===== config.mk =====
export PLATFORM = sky130hd
export DESIGN_NAME = pwm_multi
export DESIGN_NICKNAME = d
export VERILOG_FILES = /design/src/rtl/pwm_pkg.sv /design/src/rtl/pwm_channel.sv /design/src/rtl/pwm_multi.sv
export SDC_FILE = /design/constraint.sdc
export NUM_CORES = 2
export LEC_CHECK = 0
export CAP_MARGIN = 20
export CORE_MARGIN = 2
export CORE_UTILIZATION = 50
export CTS_CLUSTER_DIAMETER = 40
export DETAILED_ROUTE_END_ITERATION = 12
export HOLD_SLACK_MARGIN = 0.03
export PLACE_DENSITY = 0.66
export SETUP_SLACK_MARGIN = 0.2
export SYNTH_ARGS = -nofsm -noshare
export SYNTH_HDL_FRONTEND = slang
export SYNTH_SLANG_ARGS = --single-unit

===== constraint.sdc =====
create_clock -name clk -period 3.1 [get_ports clk]
set_input_delay 0.62 -clock clk [delete_from_list [all_inputs] [get_ports clk]]
set_output_delay 0.62 -clock clk [all_outputs]
set_load 0.1 [all_outputs]

===== src/rtl/pwm_pkg.sv =====
// Shared definitions for the multi-channel PWM: write-port selectors, CTRL bit positions
// and the per-channel write-strobe decode.
package pwm_pkg;

  typedef enum logic [1:0] {
    SEL_PERIOD = 2'd0,
    SEL_DUTY   = 2'd1,
    SEL_CTRL   = 2'd2,
    SEL_RSVD   = 2'd3
  } wr_sel_e;

  localparam int unsigned CTRL_EN_BIT  = 0;
  localparam int unsigned CTRL_POL_BIT = 1;

  typedef struct packed {
    logic per;
    logic duty;
    logic ctrl;
  } wr_strb_t;

  function automatic wr_strb_t decode_wr(input logic hit, input logic [1:0] sel);
    wr_strb_t s;
    s = '0;
    if (hit) begin
      case (sel)
        SEL_PERIOD: s.per  = 1'b1;
        SEL_DUTY:   s.duty = 1'b1;
        SEL_CTRL:   s.ctrl = 1'b1;
        default:    s      = '0;
      endcase
    end
    return s;
  endfunction

endpackage


===== src/rtl/pwm_channel.sv =====
// One PWM channel: pending/active period and duty, enable/polarity, period counter and
// registered output/done flops. Active values only change at period boundaries.
module pwm_channel
  import pwm_pkg::*;
#(
  parameter int unsigned CNT_W = 32
) (
  input  logic             clk,
  input  logic             rst_n,
  input  logic             tick_i,
  input  logic             sync_i,
  input  wr_strb_t         wr_i,
  input  logic [CNT_W-1:0] wr_data_i,
  output logic             pwm_o,
  output logic             done_o
);

  logic [CNT_W-1:0] per_p_q, per_p_d, duty_p_q, duty_p_d;
  logic [CNT_W-1:0] per_a_q, per_a_d, duty_a_q, duty_a_d;
  logic [CNT_W-1:0] cnt_q, cnt_d;
  logic             en_q, en_d, pol_q, pol_d;
  logic             pwm_q, pwm_d, done_q, done_d;
  logic             wrap_hit, load;

  assign wrap_hit = (cnt_q == per_a_q);
  // Disabled channels keep active tracking pending so enabling starts with fresh values.
  assign load     = (tick_i & en_q & wrap_hit) | ~en_q | sync_i;

  always_comb begin
    per_p_d  = wr_i.per  ? wr_data_i : per_p_q;
    duty_p_d = wr_i.duty ? wr_data_i : duty_p_q;
    en_d     = en_q;
    pol_d    = pol_q;
    if (wr_i.ctrl) begin
      en_d  = wr_data_i[CTRL_EN_BIT];
      pol_d = wr_data_i[CTRL_POL_BIT];
    end
    per_a_d  = load ? per_p_q  : per_a_q;
    duty_a_d = load ? duty_p_q : duty_a_q;

    cnt_d  = cnt_q;
    done_d = 1'b0;
    // Counting needs enable both before and after the edge: disable wins over a wrap,
    // and the enabling edge leaves the counter at 0 for a clean first period.
    if (!en_q || !en_d || sync_i) begin
      cnt_d = '0;
    end else if (tick_i) begin
      if (wrap_hit) begin
        cnt_d  = '0;
        done_d = 1'b1;
      end else begin
        cnt_d = cnt_q + CNT_W'(1);
      end
    end

    pwm_d = (en_q & (cnt_q < duty_a_q)) ^ pol_q;
  end

  always_ff @(posedge clk or negedge rst_n) begin
    if (!rst_n) begin
      per_p_q  <= '0;
      duty_p_q <= '0;
      per_a_q  <= '0;
      duty_a_q <= '0;
      cnt_q    <= '0;
      en_q     <= 1'b0;
      pol_q    <= 1'b0;
      pwm_q    <= 1'b0;
      done_q   <= 1'b0;
    end else begin
      per_p_q  <= per_p_d;
      duty_p_q <= duty_p_d;
      per_a_q  <= per_a_d;
      duty_a_q <= duty_a_d;
      cnt_q    <= cnt_d;
      en_q     <= en_d;
      pol_q    <= pol_d;
      pwm_q    <= pwm_d;
      done_q   <= done_d;
    end
  end

  assign pwm_o  = pwm_q;
  assign done_o = done_q;

endmodule


===== src/rtl/pwm_multi.sv =====
// N-channel PWM generator: shared prescaler, write-port decode and one pwm_channel per output.
module pwm_multi
  import pwm_pkg::*;
#(
  parameter int unsigned N_CH  = 8,
  parameter int unsigned CNT_W = 32,
  parameter int unsigned PSC_W = 16,
  parameter int unsigned CH_W  = 4
) (
  input  logic             clk,
  input  logic             rst_n,
  input  logic             wr_en,
  input  logic [CH_W-1:0]  wr_chan,
  input  logic [1:0]       wr_sel,
  input  logic [CNT_W-1:0] wr_data,
  input  logic [PSC_W-1:0] prescale,
  input  logic             sync_i,
  output logic [N_CH-1:0]  pwm_o,
  output logic [N_CH-1:0]  period_done_o
);

  logic [PSC_W-1:0] psc_q, psc_d;
  logic             tick;

  // A prescale lowered below the running count wraps through the full range; no special case.
  assign tick  = (psc_q == prescale) & ~sync_i;
  assign psc_d = (tick | sync_i) ? '0 : psc_q + PSC_W'(1);

  always_ff @(posedge clk or negedge rst_n) begin
    if (!rst_n) begin
      psc_q <= '0;
    end else begin
      psc_q <= psc_d;
    end
  end

  for (genvar i = 0; i < N_CH; i++) begin : g_ch
    wr_strb_t strb;
    // Channel numbers >= N_CH never match an instance, so such writes fall away.
    assign strb = decode_wr(wr_en && (wr_chan == CH_W'(i)), wr_sel);

    pwm_channel #(
      .CNT_W(CNT_W)
    ) u_ch (
      .clk      (clk),
      .rst_n    (rst_n),
      .tick_i   (tick),
      .sync_i   (sync_i),
      .wr_i     (strb),
      .wr_data_i(wr_data),
      .pwm_o    (pwm_o[i]),
      .done_o   (period_done_o[i])
    );
  end

endmodule


==> results_dict.tcl <==
set metrics [dict create \
    leakage_nw 34.6 \
    htreeDepth 4 \
    setup_viol 0 \
    firstDrtPassIters 6 \
    rsz0062_at_grt "false" \
    slew_headroom_pct 25.2 \
    ant_nets 0 \
    clkSlewWorstSetupHoldPaths_ns 0.06 \
    holdWs_ns 0.179 \
    synth_area_mm2 0.0648 \
    netlist_top_cells_area "dfrtp_1 51%, mux2_2 17%, ha_1 5.0%, xnor2_1 3.2%, a32o_1 1.9%" \
    num_vias 45000 \
    io_buffers 73 \
    worst_slew_pin_slew_ns 1.11 \
    synth_top_area_cell "dfrtp_1" \
    grt_pass1_vias 45100 \
    grt_busiest_layer "met2" \
    avgSynthCellArea_um2 11.9 \
    core_mm2 0.129 \
    hold_viol 0 \
    grt_use_met3_pct 3.91 \
    path_depth 7 \
    path_max_fanout 6 \
    nets 6032 \
    area_growth_pct 17.5 \
    yosysSeqAreaShare_pct 51.3 \
    cts_made_buffers 183 \
    cts.sinks 1328 \
    routed_wl_um 175000 \
    worstSetupPathType "reg2reg" \
    route.detailed.drc 0 \
    clkLatencyLatePin_ns 0.81 \
    antenna_found_initial 23 \
    hpwl_um 112000 \
    die_h_um 364 \
    grt_use_total_pct 26.6 \
    status "finished clean" \
    fin_area_mm2 0.0761 \
    grtUsageMet1_pct 37.9 \
    fmax_mhz 366 \
    worstPathArrival_ns 3.40 \
    async_reset_ff_share_pct 100 \
    dpl.cell_count 7271 \
    min_path_type "in2reg" \
    place_area_mm2 0.0695 \
    utilization_pct 59.0 \
    cp_slowest_stage_delay_ns 0.65 \
    synth_top_area_share_pct 51.3 \
    period_share_pct 88.2 \
    rows 132 \
    syn_inst 5462 \
    yosysUniqueCellTypes 81 \
    yosys_warnings 0 \
    gp_congestion 0.880 \
    path_cells "ha_1 > and4_1 > nand4_1 > or4_1 > or2_2 > a21oi_1 > o21ai_0" \
    slew_viol_final 0 \
    synth_edf_count 0 \
    wire_per_inst_um 22.9 \
    synth_flop_cell "dfrtp_1" \
    syn_nets 5777 \
    yosys_register_bits 1328 \
    required_ns 3.77 \
    via_per_inst 5.90 \
    fin_crit_ns 2.73 \
    cts_tree "yes" \
    fin_cells 7623 \
    start_util_pct 50.2 \
    gr-total-overflow 0 \
    grt_pass1_wl_um 272000 \
    cp-end-kind "flop" \
    startpoint_type "flop" \
    crit_slowest_cell "or4_1" \
    power_density_mw_per_mm2 643 \
    met2_usage_pct 41.7 \
    clockBufferDepth 3 \
    grt_max_degree 111 \
    crit_family "simple AND/OR/NAND/NOR gates" \
    rr_worst_depth 7 \
    fp.dieW_um 364 \
    dr.first_iter.drc_count 4060 \
    drive_gt1_share_pct 29.0 \
    min_path_cells 2 \
    crit_buf_inv 0 \
    vdd_drop_max_v 0.000536 \
    io_pins 74 \
    setup_tns_ns 0 \
    fin_skew_ns 0.0399 \
    max_cap_viol_count 0 \
    cts-root-buf "clkbuf_16" \
    die_area_mm2 0.132 \
]
path summary, 6_finish.rpt:
| check | startpoint | endpoint | slack [ns] |
|---|---|---|---|
| min reg2reg | g_ch[0].u_ch.duty_p_q[29] | g_ch[0].u_ch.duty_a_q[29] | 0.46 |
| max in group asynchronous | rst_n | g_ch[1].u_ch.per_p_q[5] | 1.61 |
| max | g_ch[0].u_ch.cnt_q[0] | g_ch[0].u_ch.cnt_q[30] | 0.37 |
| min in group asynchronous | rst_n | g_ch[5].u_ch.cnt_q[8] | 0.39 |
| max reg2reg | g_ch[0].u_ch.cnt_q[0] | g_ch[0].u_ch.cnt_q[30] | 0.37 |
| min | wr_data[23] | g_ch[3].u_ch.duty_p_q[23] | 0.18 |
what timing repair did:
action,CTS,global route
hold buffers,1,0
hold endpoints to repair,40,0
gates resized for setup,0,1
setup endpoints to repair,0,10
buffers inserted,0,1
Yosys cell counts, types with 69 or more instances:
| library cell | number |
|---|---|
| and3_1 | 69 |
| nor4_1 | 76 |
| nand4_1 | 142 |
| a32o_1 | 120 |
| dfrtp_1 | 1328 |
| nand3_1 | 119 |
| o21ai_0 | 210 |
| clkbuf_1 | 162 |
| nand2_1 | 266 |
| a21oi_1 | 186 |
| inv_1 | 294 |
| nor3_1 | 98 |
| mux2_2 | 985 |
| nor2_1 | 176 |
| ha_1 | 257 |
| buf_2 | 79 |
| xnor2_1 | 236 |
state kept, by name (all words and copies together) (netlist names):
| register | flops |
|---|---|
| psc_q | 16 |
| g_ch.u_ch.duty_p_q | 256 |
| g_ch.u_ch.pol_q | 8 |
| g_ch.u_ch.cnt_q | 256 |
| g_ch.u_ch.done_o | 8 |
| g_ch.u_ch.duty_a_q | 256 |
| g_ch.u_ch.per_a_q | 256 |
| g_ch.u_ch.per_p_q | 256 |
| g_ch.u_ch.pwm_o | 8 |
| g_ch.u_ch.en_q | 8 |
per-layer routing:
metal / up-vias / wire [µm]
met4: 2 / 5450
met2: 1396 / 80400
met3: 309 / 10800
met5: - / 13
li1: 20300 / -
met1: 23000 / 78300
metrics by stage:
| stage | worst slack (ns) | power, W |
|---|---|---|
| 2_1_floorplan | 0.509 | 0.0246 |
| 3_3_place_gp | -0.295 | 0.0267 |
| 3_5_place_dp | -0.291 | 0.0270 |
| 4_1_cts | 0.377 | 0.0493 |
| 5_1_grt | 0.204 | 0.0508 |
| 6_report | 0.367 | 0.0489 |
final cells by class:
class                      instances  area [µm²]
timing repair buffer             367        3780
multi-input combinational       3543       29300
sequential                      1328       33200
antenna                            8        20.0
clock buffer                     231        5120
inverter                         294        1100
tap                             1742        2180
fill                           10300       52900
clock inverter                   110        1410
cells in the final DEF (no fill, tap or decap), drive strengths merged, types with 22 or more instances in the layout:
cell type / count
and2: 37
nor2: 178
nand2b: 23
nor3b: 55
dfrtp: 1328
buf: 322
and4: 33
a32o: 120
clkdlybuf4s50: 44
o21ai: 214
xnor2: 236
a21oi: 196
clkbuf: 231
and3: 69
xor2: 65
or3: 23
nor4: 80
a21o: 39
nand3: 119
nand4: 142
a2bb2oi: 22
inv: 332
bufinv: 22
nor3: 99
clkinv: 33
nand2: 268
ha: 257
mux2: 1039
cell families after synthesis:
kind of cell / after synthesis / share of synthesized area [%]
buf+inv: 591 / 3.74
xor+xnor: 301 / 4.07
simple gates: 1194 / 9.89
compound gates: 742 / 7.82
flops: 1328 / 51.3
mux: 1049 / 18.2
fa+ha+maj: 257 / 4.96
report_power, final:
group	internal (W)	switching [W]	total, W
Clock	0.0137	0.00847	0.0222
Sequential	0.0193	0.00115	0.0205
Combinational	0.00296	0.00329	0.00625
Total	0.0360	0.0129	0.0489
Note: power is estimated with default switching activity, not from simulation.
